### src/rtl/exe_div_unit_if.sv
// Pipeline <-> EXE divider signal bundle. The pipeline (master) presents a
// divide on is_div/src_a/src_b; the divider (slave) returns stall and results.
interface exe_div_unit_if #(
  parameter int WIDTH = 32
);
  // Handshake: is_div (01/10) is "valid" and is sampled only while the divider
  // is idle. stall_req is the inverse of "ready": while it is high the
  // instruction must stay put with is_div held. The request is consumed when
  // the divider leaves IDLE. result_valid pulses for one cycle with
  // hi_out/lo_out, and there is no back-pressure on the result.
  logic [1:0]       is_div;
  logic [WIDTH-1:0] src_a;
  logic [WIDTH-1:0] src_b;
  logic             cancel;
  logic             stall_req;
  logic             busy;
  logic             result_valid;
  logic [WIDTH-1:0] hi_out;
  logic [WIDTH-1:0] lo_out;
  logic [1:0]       state;   // debug view of the divider FSM (0 IDLE, 1 BUSY, 2 DONE)

  modport master (
    output is_div, src_a, src_b, cancel,
    input  stall_req, busy, result_valid, hi_out, lo_out, state
  );

  modport slave (
    input  is_div, src_a, src_b, cancel,
    output stall_req, busy, result_valid, hi_out, lo_out, state
  );
endinterface

### src/rtl/exe_div_unit.sv
// Iterative radix-2 restoring divider for DIV/DIVU in the EXE stage.
// It stalls the pipeline for WIDTH+1 cycles and produces the remainder on hi_out and the quotient on lo_out.
module exe_div_unit #(
  parameter int WIDTH = 32,
  parameter int CNT_W = 6
) (
  input  logic           clock,
  input  logic           reset,
  exe_div_unit_if.slave  bus
);
  typedef enum logic [1:0] {IDLE = 2'd0, BUSY = 2'd1, DONE = 2'd2} state_t;

  state_t           state, state_next;
  logic [WIDTH-1:0] divisor, rem, quo;
  logic [CNT_W-1:0] count;
  logic             sign_q, sign_r, div_zero;
  logic [WIDTH-1:0] hi_q, lo_q;
  logic             result_valid_q;

  logic             is_signed, is_op, start, last_iter, fits;
  logic [WIDTH-1:0] a_mag, b_mag;
  logic [WIDTH:0]   rem_shift, rem_diff;
  logic [WIDTH-1:0] rem_step, quo_step, lo_final, hi_final;

  assign is_signed = (bus.is_div == 2'b01);
  assign is_op     = is_signed || (bus.is_div == 2'b10);
  assign start     = (state == IDLE) && is_op && !bus.cancel;

  assign a_mag = (is_signed && bus.src_a[WIDTH-1]) ? -bus.src_a : bus.src_a;
  assign b_mag = (is_signed && bus.src_b[WIDTH-1]) ? -bus.src_b : bus.src_b;

  // One restoring step: shift the next dividend bit into the remainder and
  // subtract if it fits. The compare is WIDTH+1 bits wide so that the shifted-out MSB counts.
  assign rem_shift = {rem, quo[WIDTH-1]};
  assign rem_diff  = rem_shift - {1'b0, divisor};
  assign fits      = (rem_shift >= {1'b0, divisor});
  assign rem_step  = fits ? rem_diff[WIDTH-1:0] : rem_shift[WIDTH-1:0];
  assign quo_step  = {quo[WIDTH-2:0], fits};
  assign last_iter = (count == CNT_W'(WIDTH - 1));

  // With a zero divisor every step "fits", so the quotient is all ones and the
  // remainder is |a|. Re-applying sign_r to that remainder gives back the raw
  // dividend, so only the quotient needs an explicit override.
  assign lo_final = div_zero ? '1 : (sign_q ? -quo_step : quo_step);
  assign hi_final = sign_r ? -rem_step : rem_step;

  always_comb begin
    state_next = state;
    unique case (state)
      IDLE:    if (start) state_next = BUSY;
      BUSY:    if (last_iter) state_next = DONE;
      DONE:    state_next = IDLE;
      default: state_next = IDLE;
    endcase
    if (bus.cancel) state_next = IDLE;
  end

  always_ff @(posedge clock) begin
    if (reset) begin
      state          <= IDLE;
      count          <= '0;
      divisor        <= '0;
      rem            <= '0;
      quo            <= '0;
      sign_q         <= 1'b0;
      sign_r         <= 1'b0;
      div_zero       <= 1'b0;
      hi_q           <= '0;
      lo_q           <= '0;
      result_valid_q <= 1'b0;
    end else begin
      state          <= state_next;
      result_valid_q <= 1'b0;
      if (bus.cancel) begin
        count <= '0;
      end else begin
        unique case (state)
          IDLE: if (start) begin
            divisor  <= b_mag;
            quo      <= a_mag;
            rem      <= '0;
            count    <= '0;
            sign_q   <= is_signed && (bus.src_a[WIDTH-1] ^ bus.src_b[WIDTH-1]);
            sign_r   <= is_signed && bus.src_a[WIDTH-1];
            div_zero <= (bus.src_b == '0);
          end
          BUSY: begin
            rem   <= rem_step;
            quo   <= quo_step;
            count <= count + 1'b1;
            if (last_iter) begin
              hi_q           <= hi_final;
              lo_q           <= lo_final;
              result_valid_q <= 1'b1;
            end
          end
          default: ;
        endcase
      end
    end
  end

  assign bus.stall_req    = (start || (state == BUSY)) && !bus.cancel;
  assign bus.busy         = (state != IDLE);
  assign bus.result_valid = result_valid_q;
  assign bus.hi_out       = hi_q;
  assign bus.lo_out       = lo_q;
  assign bus.state        = state;
endmodule

### src/flat_wrapper.sv
// flat-port wrapper written by rule: the top's interface ports become plain ports
module exe_div_unit_flat 
#(
  parameter int WIDTH = 32,
  parameter int CNT_W = 6
)
  (clock, reset, bus_is_div, bus_src_a, bus_src_b, bus_cancel, bus_stall_req, bus_busy, bus_result_valid, bus_hi_out, bus_lo_out, bus_state);
  exe_div_unit_if #(.WIDTH(WIDTH)) bus_i ();
  input  logic clock;
  input  logic reset;
  input wire logic [$bits(bus_i.is_div)-1:0] bus_is_div;
  input wire logic [$bits(bus_i.src_a)-1:0] bus_src_a;
  input wire logic [$bits(bus_i.src_b)-1:0] bus_src_b;
  input wire logic [$bits(bus_i.cancel)-1:0] bus_cancel;
  output wire logic [$bits(bus_i.stall_req)-1:0] bus_stall_req;
  output wire logic [$bits(bus_i.busy)-1:0] bus_busy;
  output wire logic [$bits(bus_i.result_valid)-1:0] bus_result_valid;
  output wire logic [$bits(bus_i.hi_out)-1:0] bus_hi_out;
  output wire logic [$bits(bus_i.lo_out)-1:0] bus_lo_out;
  output wire logic [$bits(bus_i.state)-1:0] bus_state;
  assign bus_i.is_div = bus_is_div;
  assign bus_i.src_a = bus_src_a;
  assign bus_i.src_b = bus_src_b;
  assign bus_i.cancel = bus_cancel;
  assign bus_stall_req = bus_i.stall_req;
  assign bus_busy = bus_i.busy;
  assign bus_result_valid = bus_i.result_valid;
  assign bus_hi_out = bus_i.hi_out;
  assign bus_lo_out = bus_i.lo_out;
  assign bus_state = bus_i.state;
  exe_div_unit #(.WIDTH(WIDTH), .CNT_W(CNT_W)) u_core (.clock(clock), .reset(reset), .bus(bus_i));
endmodule
### config.mk
export PLATFORM = sky130hd
export DESIGN_NAME = exe_div_unit_flat
export DESIGN_NICKNAME = d
export VERILOG_FILES = /design/src/rtl/exe_div_unit_if.sv /design/src/rtl/exe_div_unit.sv /design/src/flat_wrapper.sv
export SDC_FILE = /design/constraint.sdc
export NUM_CORES = 1
export LEC_CHECK = 0
export BUFFER_PORTS_ARGS = -buffer_cell sky130_fd_sc_hd__buf_2
export CORE_MARGIN = 5
export CORE_UTILIZATION = 35
export CTS_CLUSTER_SIZE = 16
export DETAILED_ROUTE_END_ITERATION = 10
export GPL_TIMING_DRIVEN = 0
export MAX_ROUTING_LAYER = met4
export PLACE_DENSITY = 0.58
export SLEW_MARGIN = 25
export SYNTH_ARGS = -nofsm -noshare
export SYNTH_HDL_FRONTEND = slang
export SYNTH_SLANG_ARGS = --single-unit
### constraint.sdc
create_clock -name clock -period 5.6 [get_ports clock]
set_input_delay 0.28 -clock clock [delete_from_list [all_inputs] [get_ports clock]]
set_output_delay 0.28 -clock clock [all_outputs]
set_load 0.05 [all_outputs]
==> impl_results.md <==
- Most frequent cell after synthesis: nor2_1
- Setup crit end kind: register
- Largest net degree at the start of global routing: 17
- Area of the multi-input gates: 0.00781 mm²
- Syn nets: 1685
- Peak Freq: 193 MHz
- Layout Skew: 0.0129 ns
- Number of global-route vias before repair: 11600
- Int Pwr: 2.27 mW
- Critical-path maximum fanout: 15
- Largest cells by area after synthesis: dfxtp_1 29%, a21oi_1 6.6%, nor2_1 6.4%
- Final WS setup: 0.426 ns
- Longest Clk Path Bufs: 2
- Register area: 0.00344 mm²
- Post-Place Worst Slack: -0.410 ns
- Residual DRC: 0
- # fillers: 3574
- Starting Density: 35.4%
- Slew HR: 29.9%
- Post-synth top cells: 201 x nor2_1, 172 x dfxtp_1, 156 x a21oi_1
- Antenna violations before repair: 1
- 1st-pass router iterations: 5
- Synth Area per Inst: 7.52 µm²
- Synth cell types: 94
- Cells after synthesis: 1577
- Clk_lat worst skew: 0.45 ns
- Antenna Nets Post-Route: 0
- Clock share of power: 35.8%
- EDFF count, synth: 0
- Top Ports: 138
- Layout Utilization: 41.0%
- CTS tree: done
- Sw frac: 34.9%
- Slew @ Worst Pin: 1.04 ns
- Dpl hpwl: 34.2 mm
- Status: finished, final reports clean
- Routability congestion estimate: 0.934
- Crit path kind: reg2reg
- PD cells: 254 mW/mm²
- Fin nets: 1840
- Register area share after synthesis: 29.0%
- Max-slew violation count: 0
- CTS sink count: 172
- GRT Total Usage: 22.4%
- Vias: 12300
- Ant. Diodes: 0
- Worst hold slack: 0.116 ns
- Layout area overhead: 16.0%
- WL per Instance: 19.4 µm
- Fin. Hold Viols: 0
- # port buffers: 137
- Synth top area share: 29.0%
- Initial DRC Count: 794
- HP Class: in2reg
- Synth Flop Type: dfxtp_1
- Comb power frac: 26.7%
- CTS Hold Bufs: 0
- RSZ-0062 raised after global routing: false
- Yosys reg bits: 172
- Die Span Y: 194 µm
- Gr ovfl total: 0
- DRT Wirelength: 42.5 mm
- Num CTS Buffers: 17
- Clock slew at reported path FFs: 0.08 ns
- Max-cap violation count: 0
- Startpoint types: register
- Sw Pwr: 1.22 mW
- Area leader, netlist: dfxtp_1
- Crit path time final: 5.17 ns
- Final Setup Violations: 0
- Overall Power: 3.50 mW
- Die area: 0.0377 mm²
- Leakage: 5.47 nW
- Peak supply drop: 0.000228 V
- Core Box Area: 0.0335 mm²
- Vias/cell: 5.59
- Root Driver: clkbuf_16
- Die width: 194 µm
- Sequential share of power: 37.5%
- Cell area after synthesis: 0.0119 mm²
- Ys async rst share: 0%
- # rows: 67
- Arrival time at the worst endpoint: 5.49 ns
- Synth warnings: 0
- Layout cell share with drive strength beyond 1: 14.3%
- First-pass GRT wire length: 66.1 mm
- Fin crit share: 92.4%
- Req. time, crit path: 5.92 ns
- H-tree levels: 4
## stage by stage
step / instances / instance area (µm²) / TNS, ns
final: 2193 / 13800 / 0
after global placement: 2162 / 13100 / -2.75
after floorplan: 1577 / 11900 / 0
after global routing: 2193 / 13800 / 0
after detailed placement: 2162 / 13100 / -2.04
after CTS: 2194 / 13700 / 0
## power by group through the flow
stage	registers (mW)	logic, mW	clock network (mW)
2_1_floorplan	1.32	0.644	0
3_3_place_gp	1.34	0.906	0
3_5_place_dp	1.34	0.912	0
4_1_cts	1.31	0.919	1.26
5_1_grt	1.32	1.03	1.31
6_report	1.31	0.935	1.25
## layer usage
metal	track usage, %	wire [µm]
met1	29.1	19300
met2	36.0	19700
met3	3.30	2120
met4	7.63	1350
met5	-	0
## critical path: stages, from the launching register on
cell and delay, ns:
dfxtp_1 0.45, ha_1 0.28, buf_6 0.15, a21o_1 0.20
a31oi_4 0.23, a2111o_1 0.26, nand3b_4 0.13, o211ai_4 0.44
nand2_8 0.19, buf_4 0.24, buf_4 0.21, mux2i_2 0.29
ha_1 0.24, nand3_1 0.10, a21oi_1 0.18, o22ai_1 0.21
or3b_1 0.40, buf_2 0.18, o41ai_2 0.35, xnor2_1 0.19
o21ai_1 0.09
## final timing paths
kind                                                         start                            endpoint  slack [ns]  depth (start not counted)
worst max-delay path                    u_core.rem[3]$_SDFFE_PP0P_  u_core.bus.hi_out[28]$_SDFFE_PP0P_        0.43                         20
worst max register to register          u_core.rem[3]$_SDFFE_PP0P_  u_core.bus.hi_out[28]$_SDFFE_PP0P_        0.43                         20
worst min register to register  u_core.bus.hi_out[22]$_SDFFE_PP0P_  u_core.bus.hi_out[22]$_SDFFE_PP0P_        0.44                          2
worst min-delay path                                  bus_src_b[0]      u_core.divisor[0]$_SDFFE_PP0P_        0.12                          3
## cells by family after synthesis
family / count (synthesis) / synth area share, %
AOI/OAI and AO/OA: 499 / 27.6
xor gates and xnor gates: 126 / 9.30
adders and majority gates: 39 / 4.18
buffers and inverters: 162 / 5.46
DFF: 172 / 29.0
muxes: 28 / 2.40
and+or+nand+nor: 551 / 22.0
## registers in the layout, summed over array words and instances (netlist names)
name and flops:
u_core.bus.hi_out 32, u_core.bus.lo_out 32, u_core.bus.result_valid 1, u_core.bus.state 2, u_core.count 6, u_core.div_zero 1
u_core.divisor 32, u_core.quo 32, u_core.rem 32, u_core.sign_q 1, u_core.sign_r 1
## cell usage in the layout, fill, tap and decap left out, types with 7 or more instances in the layout
master / n
nand3_1: 33
or3_1: 16
or2_2: 7
a311oi_1: 10
or4_1: 18
o41ai_1: 15
a31oi_1: 23
nand2_1: 142
nor4_1: 18
dfxtp_1: 172
nand2b_1: 8
clkbuf_16: 17
o21ai_0: 107
nor3_1: 42
inv_1: 55
xnor2_1: 56
and3_1: 7
nand4_1: 15
ha_1: 37
a21o_1: 12
clkbuf_1: 76
xor2_1: 70
a21oi_1: 156
o31ai_1: 23
mux2i_1: 23
nor2_1: 201
o211ai_1: 8
a211oi_1: 58
o21ai_1: 8
buf_2: 156
and2_1: 10
## layout make-up
| type | count | share of cell area, % |
|---|---|---|
| Timing Repair Buffer | 138 | 5.04 |
| Tap cell | 448 | 4.07 |
| Clock inverter | 12 | 1.08 |
| Buffer | 102 | 3.13 |
| Clock buffer | 20 | 3.32 |
| Inverter | 58 | 1.58 |
| Multi-Input combinational cell | 1243 | 56.8 |
| Sequential cell | 172 | 25.0 |
## repair_timing
| action | 4_1_cts | 5_1_grt |
|---|---|---|
| resized for setup | 5 | 7 |
| endpoints found under the setup margin | 9 | 10 |
| hold endpoints to repair | 0 | 0 |
| buffers inserted | 0 | 1 |
| pin swaps | 0 | 1 |
No activity file was read; power rests on OpenSTA's default activity.
